File: src/rtl/vend_pkg.sv
// Shared types for the vending ledger: FSM states, command codes, coin values, slot pricing.
package vend_pkg;

  typedef enum logic [2:0] {
    S_SELECT  = 3'd0,
    S_QTY     = 3'd1,
    S_PAY     = 3'd2,
    S_VEND    = 3'd3,
    S_RESTOCK = 3'd4
  } state_t;

  localparam logic [2:0] CMD_SEL_NEXT = 3'd0;
  localparam logic [2:0] CMD_SEL_PREV = 3'd1;
  localparam logic [2:0] CMD_QTY_INC  = 3'd2;
  localparam logic [2:0] CMD_QTY_DEC  = 3'd3;
  localparam logic [2:0] CMD_CONFIRM  = 3'd4;
  localparam logic [2:0] CMD_CANCEL   = 3'd5;
  localparam logic [2:0] CMD_RESTOCK  = 3'd6;
  localparam logic [2:0] CMD_CLEAR    = 3'd7;

  function automatic logic [3:0] coin_value(input logic [1:0] coin);
    case (coin)
      2'd0:    return 4'd1;
      2'd1:    return 4'd2;
      2'd2:    return 4'd5;
      default: return 4'd10;
    endcase
  endfunction

  function automatic int price_of(input int base, input int step, input int idx);
    return base + idx * step;
  endfunction

endpackage

File: src/rtl/vend_slot_bank.sv
// Per-slot stock and sold counters: one combinational read port, one registered write port.
// Latency: write visible on read port the cycle after wr_en/clr; no backpressure.
module vend_slot_bank #(
  parameter int N_ITEMS = 4,
  parameter int CNT_W   = 4
) (
  input  logic                         clk,
  input  logic                         rst,
  input  logic                         clr,
  input  logic                         wr_en,
  input  logic [$clog2(N_ITEMS)-1:0]   wr_id,
  input  logic [CNT_W-1:0]             wr_stock,
  input  logic [CNT_W-1:0]             wr_sold,
  input  logic [$clog2(N_ITEMS)-1:0]   rd_id,
  output logic [CNT_W-1:0]             rd_stock,
  output logic [CNT_W-1:0]             rd_sold
);

  logic [CNT_W-1:0] stock [N_ITEMS];
  logic [CNT_W-1:0] sold  [N_ITEMS];

  always_ff @(posedge clk) begin
    if (rst || clr) begin
      for (int i = 0; i < N_ITEMS; i++) begin
        stock[i] <= '0;
        sold[i]  <= '0;
      end
    end else if (wr_en) begin
      stock[wr_id] <= wr_stock;
      sold[wr_id]  <= wr_sold;
    end
  end

  assign rd_stock = stock[rd_id];
  assign rd_sold  = sold[rd_id];

endmodule

File: src/rtl/vend_ledger.sv
// Vending ledger FSM: slot select, quantity, payment, vend and restock; SALES_LOG_EN adds a revenue counter.
// Latency: state/outputs registered one cycle after command; total lags qty/id by one cycle; no backpressure.
module vend_ledger
  import vend_pkg::*;
#(
  parameter int N_ITEMS    = 4,
  parameter int CNT_W      = 4,
  parameter int MONEY_W    = 7,
  parameter int PRICE_BASE = 3,
  parameter int PRICE_STEP = 1
) (
  input  logic                        clk,
  input  logic                        rst,
  input  logic                        cmd_valid,
  input  logic [2:0]                  cmd,
  input  logic                        coin_valid,
  input  logic [1:0]                  coin,
  output logic [$clog2(N_ITEMS)-1:0]  id,
  output logic [CNT_W-1:0]            qty,
  output logic [CNT_W-1:0]            stock_cur,
  output logic [MONEY_W-1:0]          total,
  output logic [MONEY_W-1:0]          paid,
  output logic [MONEY_W-1:0]          change,
  output logic [2:0]                  state,
  output logic                        sold_out,
  output logic                        vend_valid,
  output logic [CNT_W-1:0]            vend_qty,
`ifdef SALES_LOG_EN
  output logic [15:0]                 revenue,
`endif
  output logic                        err
);

  localparam int ID_W = $clog2(N_ITEMS);
  localparam int TW   = MONEY_W + CNT_W;
  localparam logic [ID_W-1:0]    ID_LAST   = ID_W'(N_ITEMS - 1);
  localparam logic [CNT_W-1:0]   CNT_MAX   = '1;
  localparam logic [MONEY_W-1:0] MONEY_MAX = '1;

  state_t             st, st_nxt;
  logic [ID_W-1:0]    id_nxt;
  logic [CNT_W-1:0]   qty_nxt, rd_stock, rd_sold, wr_stock, wr_sold;
  logic [MONEY_W-1:0] paid_nxt, change_nxt, pay_sum, total_nxt;
  logic               err_nxt, wr_en, clr;
  logic [MONEY_W:0]   coin_sum;
  logic [CNT_W:0]     sold_sum;
  logic [TW-1:0]      price_w, prod;

  vend_slot_bank #(.N_ITEMS(N_ITEMS), .CNT_W(CNT_W)) u_bank (
    .clk      (clk),
    .rst      (rst),
    .clr      (clr),
    .wr_en    (wr_en),
    .wr_id    (id),
    .wr_stock (wr_stock),
    .wr_sold  (wr_sold),
    .rd_id    (id),
    .rd_stock (rd_stock),
    .rd_sold  (rd_sold)
  );

  assign stock_cur  = rd_stock;
  assign sold_out   = (rd_stock == '0);
  assign vend_valid = (st == S_VEND);
  assign vend_qty   = vend_valid ? qty : '0;
  assign state      = st;

  // A coin arriving with a CANCEL is counted before the refund is taken.
  assign coin_sum = {1'b0, paid} + (MONEY_W + 1)'(coin_value(coin));
  assign pay_sum  = !coin_valid ? paid :
                    (coin_sum[MONEY_W] ? MONEY_MAX : coin_sum[MONEY_W-1:0]);
  assign sold_sum = {1'b0, rd_sold} + {1'b0, qty};

  assign price_w   = TW'(price_of(PRICE_BASE, PRICE_STEP, int'(id)));
  assign prod      = TW'(qty) * price_w;
  assign total_nxt = (prod > TW'(MONEY_MAX)) ? MONEY_MAX : prod[MONEY_W-1:0];

  always_comb begin
    st_nxt     = st;
    id_nxt     = id;
    qty_nxt    = qty;
    paid_nxt   = paid;
    change_nxt = change;
    err_nxt    = 1'b0;
    wr_en      = 1'b0;
    wr_stock   = rd_stock;
    wr_sold    = rd_sold;
    clr        = 1'b0;

    if (coin_valid && st != S_PAY) err_nxt = 1'b1;
    if (cmd_valid && cmd == CMD_CLEAR && st != S_SELECT) err_nxt = 1'b1;

    case (st)
      S_SELECT: if (cmd_valid) begin
        case (cmd)
          CMD_SEL_NEXT: id_nxt = (id == ID_LAST) ? '0 : id + 1'b1;
          CMD_SEL_PREV: id_nxt = (id == '0) ? ID_LAST : id - 1'b1;
          CMD_CONFIRM: begin
            if (rd_stock != '0) begin
              st_nxt     = S_QTY;
              qty_nxt    = CNT_W'(1);
              change_nxt = '0;
            end else begin
              err_nxt = 1'b1;
            end
          end
          CMD_RESTOCK: begin
            st_nxt  = S_RESTOCK;
            qty_nxt = '0;
          end
          CMD_CLEAR: clr = 1'b1;
          default: ;
        endcase
      end
      S_QTY: if (cmd_valid) begin
        case (cmd)
          CMD_QTY_INC: if (qty < rd_stock) qty_nxt = qty + 1'b1;
          CMD_QTY_DEC: if (qty > CNT_W'(1)) qty_nxt = qty - 1'b1;
          CMD_CONFIRM: st_nxt = S_PAY;
          CMD_CANCEL: begin
            st_nxt  = S_SELECT;
            qty_nxt = '0;
          end
          default: ;
        endcase
      end
      S_PAY: begin
        paid_nxt = pay_sum;
        // An explicit CANCEL wins over a purchase that just became fully paid.
        if (cmd_valid && cmd == CMD_CANCEL) begin
          st_nxt     = S_SELECT;
          change_nxt = pay_sum;
          paid_nxt   = '0;
          qty_nxt    = '0;
        end else if (paid >= total) begin
          st_nxt     = S_VEND;
          change_nxt = pay_sum - total;
        end
      end
      S_VEND: begin
        wr_en    = 1'b1;
        wr_stock = rd_stock - qty;
        wr_sold  = sold_sum[CNT_W] ? CNT_MAX : sold_sum[CNT_W-1:0];
        st_nxt   = S_SELECT;
        qty_nxt  = '0;
        paid_nxt = '0;
      end
      S_RESTOCK: if (cmd_valid) begin
        case (cmd)
          CMD_QTY_INC: if (qty < CNT_MAX - rd_stock) qty_nxt = qty + 1'b1;
          CMD_CONFIRM: begin
            wr_en    = 1'b1;
            wr_stock = rd_stock + qty;
            st_nxt   = S_SELECT;
            qty_nxt  = '0;
          end
          CMD_CANCEL: begin
            st_nxt  = S_SELECT;
            qty_nxt = '0;
          end
          default: ;
        endcase
      end
      default: st_nxt = S_SELECT;
    endcase
  end

  always_ff @(posedge clk) begin
    if (rst) begin
      st     <= S_SELECT;
      id     <= '0;
      qty    <= '0;
      paid   <= '0;
      total  <= '0;
      change <= '0;
      err    <= 1'b0;
    end else begin
      st     <= st_nxt;
      id     <= id_nxt;
      qty    <= qty_nxt;
      paid   <= paid_nxt;
      total  <= total_nxt;
      change <= change_nxt;
      err    <= err_nxt;
    end
  end

`ifdef SALES_LOG_EN
  logic [16:0] rev_sum;
  assign rev_sum = {1'b0, revenue} + 17'(total);

  always_ff @(posedge clk) begin
    if (rst || clr) revenue <= '0;
    else if (st == S_VEND) revenue <= rev_sum[16] ? 16'hFFFF : rev_sum[15:0];
  end
`endif

endmodule

File: config.mk
export PLATFORM = sky130hd
export DESIGN_NAME = vend_ledger
export DESIGN_NICKNAME = d
export VERILOG_FILES = /design/src/rtl/vend_pkg.sv /design/src/rtl/vend_slot_bank.sv /design/src/rtl/vend_ledger.sv
export SDC_FILE = /design/constraint.sdc
export NUM_CORES = 1
export LEC_CHECK = 0
export CORE_ASPECT_RATIO = 0.8
export CORE_UTILIZATION = 29
export CTS_BUF_LIST = sky130_fd_sc_hd__clkbuf_8
export DETAILED_ROUTE_END_ITERATION = 8
export GPL_TIMING_DRIVEN = 0
export PLACE_DENSITY_LB_ADDON = 0.2
export SLEW_MARGIN = 10
export SYNTH_ARGS = -nofsm -noshare
export SYNTH_HDL_FRONTEND = slang
export SYNTH_SLANG_ARGS = --single-unit
File: constraint.sdc
create_clock -name clk -period 3.4 [get_ports clk]
set_input_delay 0.51 -clock clk [delete_from_list [all_inputs] [get_ports clk]]
set_output_delay 0.51 -clock clk [all_outputs]
set_load 0.005 [all_outputs]
==> summary.txt <==
Status
  – Status: completed

Drt
  – Vias/cell: 5.29
  – Routed via count: 3528
  – Avg WL per Cell: 16.5 µm
  – DRT Wirelength: 11.0 mm
  – First-pass detailed-route iteration total: 5
  – Routed Antenna Nets: 0
  – Initial DRC Count: 304
  – DRC Markers: 0

Global routing
  – Vias in the first global route: 3326
  – Overflow after GRT: 0
  – First-pass GRT wire length: 17.6 mm
  – Largest net degree at the start of global routing: 19
  – GRT Util Overall: 0.166
  – Initial antenna violation count: 0

Placement
  – DP HPWL: 8.37 mm
  – I/O Buffers: 48
  – GP Congestion: 0.880

Worst hold path
  – Min-Delay Path Class: flop to flop

Synthesis
  – Synthesized Nets: 484
  – Mapped Cells: 431
  – Yosys reg bits: 49
  – Number of synthesis warnings: 0
  – Syn Area/Cell: 8.78 µm²
  – Post-synth EDFFs: 16
  – Post-Syn Area: 3790 µm²
  – Register area share after synthesis: 0.301
  – Yosys cell types: 66
  – Synth async-reset ratio: 0
  – Synth Flop Type: dfxtp_1

STA
  – Fmax achieved: 302 MHz
  – Period utilisation layout: 0.973
  – Slew HR: 0.237
  – # setup viols final: 0
  – Setup TNS: 0 ps
  – Clock period minus worst slack: 3310 ps
  – Clock Skew: 10.2 ps
  – Final hold viol count: 0
  – Fin. max-slew vios: 0
  – Least-Margin Pin Slew: 1140 ps

Die
  – Core box area: 12400 µm²
  – Die footprint: 13500 µm²
  – Die Height: 104 µm
  – Initial Utilization: 0.305
  – Die X: 130 µm
  – Row Count: 36
  – Boundary Pins: 50

Clocking
  – Deepest clock path buffer count: 2
  – Total CTS buffers: 5
  – Hold Buf Count CTS: 0
  – Clock latency on the worst-skew pair: 320 ps
  – Worst-path clk slew: 110 ps
  – CTS tree: done
  – Clk sinks: 49
  – # H-tree levels: 2
  – CTS root buf: clkbuf_8

Worst setup path
  – Critical Path Slowest Stage Cell: or4_4
  – Crit Path Class: primary input to flop
  – Worst setup EP type: flop
  – Crit-path max cell delay: 510 ps
  – Crit-path most repeated cell: ha_4
  – Critical Path Start Type: primary input
  – Worst path arrival time: 3520 ps
  – Critical path's top delay family: compound AO/OA/AOI/OAI gates
  – Crit path buf inv count: 2
  – Worst Path Required: 3620 ps
  – CP Max Fanout: 4
  – Critical path, cell by cell: buf_4, buf_6, ha_4, a21o_1, a21oi_2, mux2_2, mux2_4, ha_4, o21ai_4, a31oi_4, o21a_1, or4_4, and4b_1, a221o_1

Layout
  – Layout cell share with drive strength beyond 1: 0.133
  – Post-route core utilization: 0.391
  – Multi-input combinational cell area: 2630 µm²
  – Area grow syn2layout: 28.3%
  – Antenna diodes: 0
  – Fill cell count: 1274
  – Fin nets: 548
  – Seq. cell area: 1150 µm²

Power
  – Leak pwr: 1.83 nW
  – Switching Share: 0.322
  – Combinational power share: 0.247
  – Maximum vdd drop: 0.151 mV
  – Clock power frac: 0.287
  – Net Switching: 441 µW
  – P_int: 931 µW
  – Sequential power share: 0.466
  – PD cells: 283 nW/µm²

Flow run
  – Max-cap violations: 0
## cells by family (layout without fill, tap and decap cells)
| logic type | count (synthesis) | count (layout) | share of synthesized area |
|---|---|---|---|
| AND/OR/NAND/NOR | 155 | 155 | 0.217 |
| AO/OA/AOI/OAI | 112 | 112 | 0.213 |
| multiplexers | 8 | 8 | 0.0350 |
| buffers and inverters | 54 | 119 | 0.0535 |
| flip-flops | 49 | 49 | 0.301 |
| XOR/XNOR | 9 | 9 | 0.0208 |
| adder cells (fa/ha/maj) | 44 | 44 | 0.159 |
## power groups by stage
stage	Combinational [mW]	Clock, mW	Sequential (mW)
after floorplan	0.204	0	0.647
after global placement	0.298	0	0.654
after detailed placement	0.299	0	0.654
after CTS	0.328	0.407	0.641
after global routing	0.374	0.428	0.643
final	0.339	0.394	0.640
## metrics by stage
step                std cells  instance area (µm²)  total power, mW  worst slack (ps)  hold slack [ps]
global placement          650                 4520            0.952              -734              456
floorplan                 431                 3820            0.852              22.0              456
CTS                       665                 4780             1.38             0.364              482
global route              667                 4860             1.44             -7.28              488
detailed placement        650                 4520            0.954              -780              452
finish                    667                 4860             1.37              93.0              480
## layer usage
metal,track usage,part of all wire,vias to the layer above
met3,0.0293,0.050,13
met5,0,0,-
li1,-,-,1704
met4,0.0332,0.0096,0
met2,0.243,0.42,111
met1,0.252,0.52,1700
## path summary, 6_finish.rpt
| check | to | slack [ps] | cells past startpoint | from |
|---|---|---|---|---|
| worst max register to register | change[6] | 100 | 12 | paid[1] |
| worst min-delay path | change[3] | 480 | 1 | change[3] |
| worst min register to register | change[3] | 480 | 1 | change[3] |
| worst max-delay path | change[6] | 90 | 14 | coin[0] |
## flip-flops by register name (all words and copies together), names as in the netlist, named ones only
| register | flops |
|---|---|
| err | 1 |
| state | 3 |
| id | 2 |
| paid | 7 |
| qty | 4 |
| change | 7 |
| u_bank.stock | 16 |
| total | 7 |
## repair_timing
action	4_1_cts	5_1_grt
endpoints found under the setup margin	3	16
buffers inserted	7	2
gates resized for setup	33	13
gates cloned	0	0
pin swaps	11	5
## placed cells by master, fill, tap and decap left out, types with 14 or more instances in the layout
master / n
edfxtp_1: 16
nor2_1: 46
clkdlybuf4s50_1: 45
dfxtp_1: 29
nand2_1: 24
clkbuf_1: 14
inv_1: 35
ha_1: 30
o21ai_0: 17
a21oi_1: 25
## synthesized netlist by cell type (8+ instances only)
master	n	share of area
a21oi_1	26	0.034
nor3_1	13	0.017
clkbuf_1	16	0.016
edfxtp_1	16	0.13
nand2b_1	8	0.013
nor2_1	46	0.046
ha_1	37	0.12
dfxtp_1	33	0.17
nor2b_1	14	0.023
o21ai_0	20	0.026
nand3_1	11	0.015
inv_1	36	0.036
nand2_1	25	0.025
## worst register-to-register path: cells and delay by family, from the launching register on
family                     cells  cell delay [ps]
AOI/OAI and AO/OA              6             1000
adders and majority gates      2              450
DFF                            1              420
muxes                          2              640
and+or+nand+nor                2              690
## cell type report
type | count | share of cell area
buffer | 18 | 0.0175
clock inverter | 3 | 0.00592
inverter | 36 | 0.0278
tap | 171 | 0.0440
timing repair buffer | 57 | 0.112
clock buffer | 5 | 0.0142
multi-input combinational | 328 | 0.542
sequential | 49 | 0.236
No activity file was read; power rests on OpenSTA's default activity.
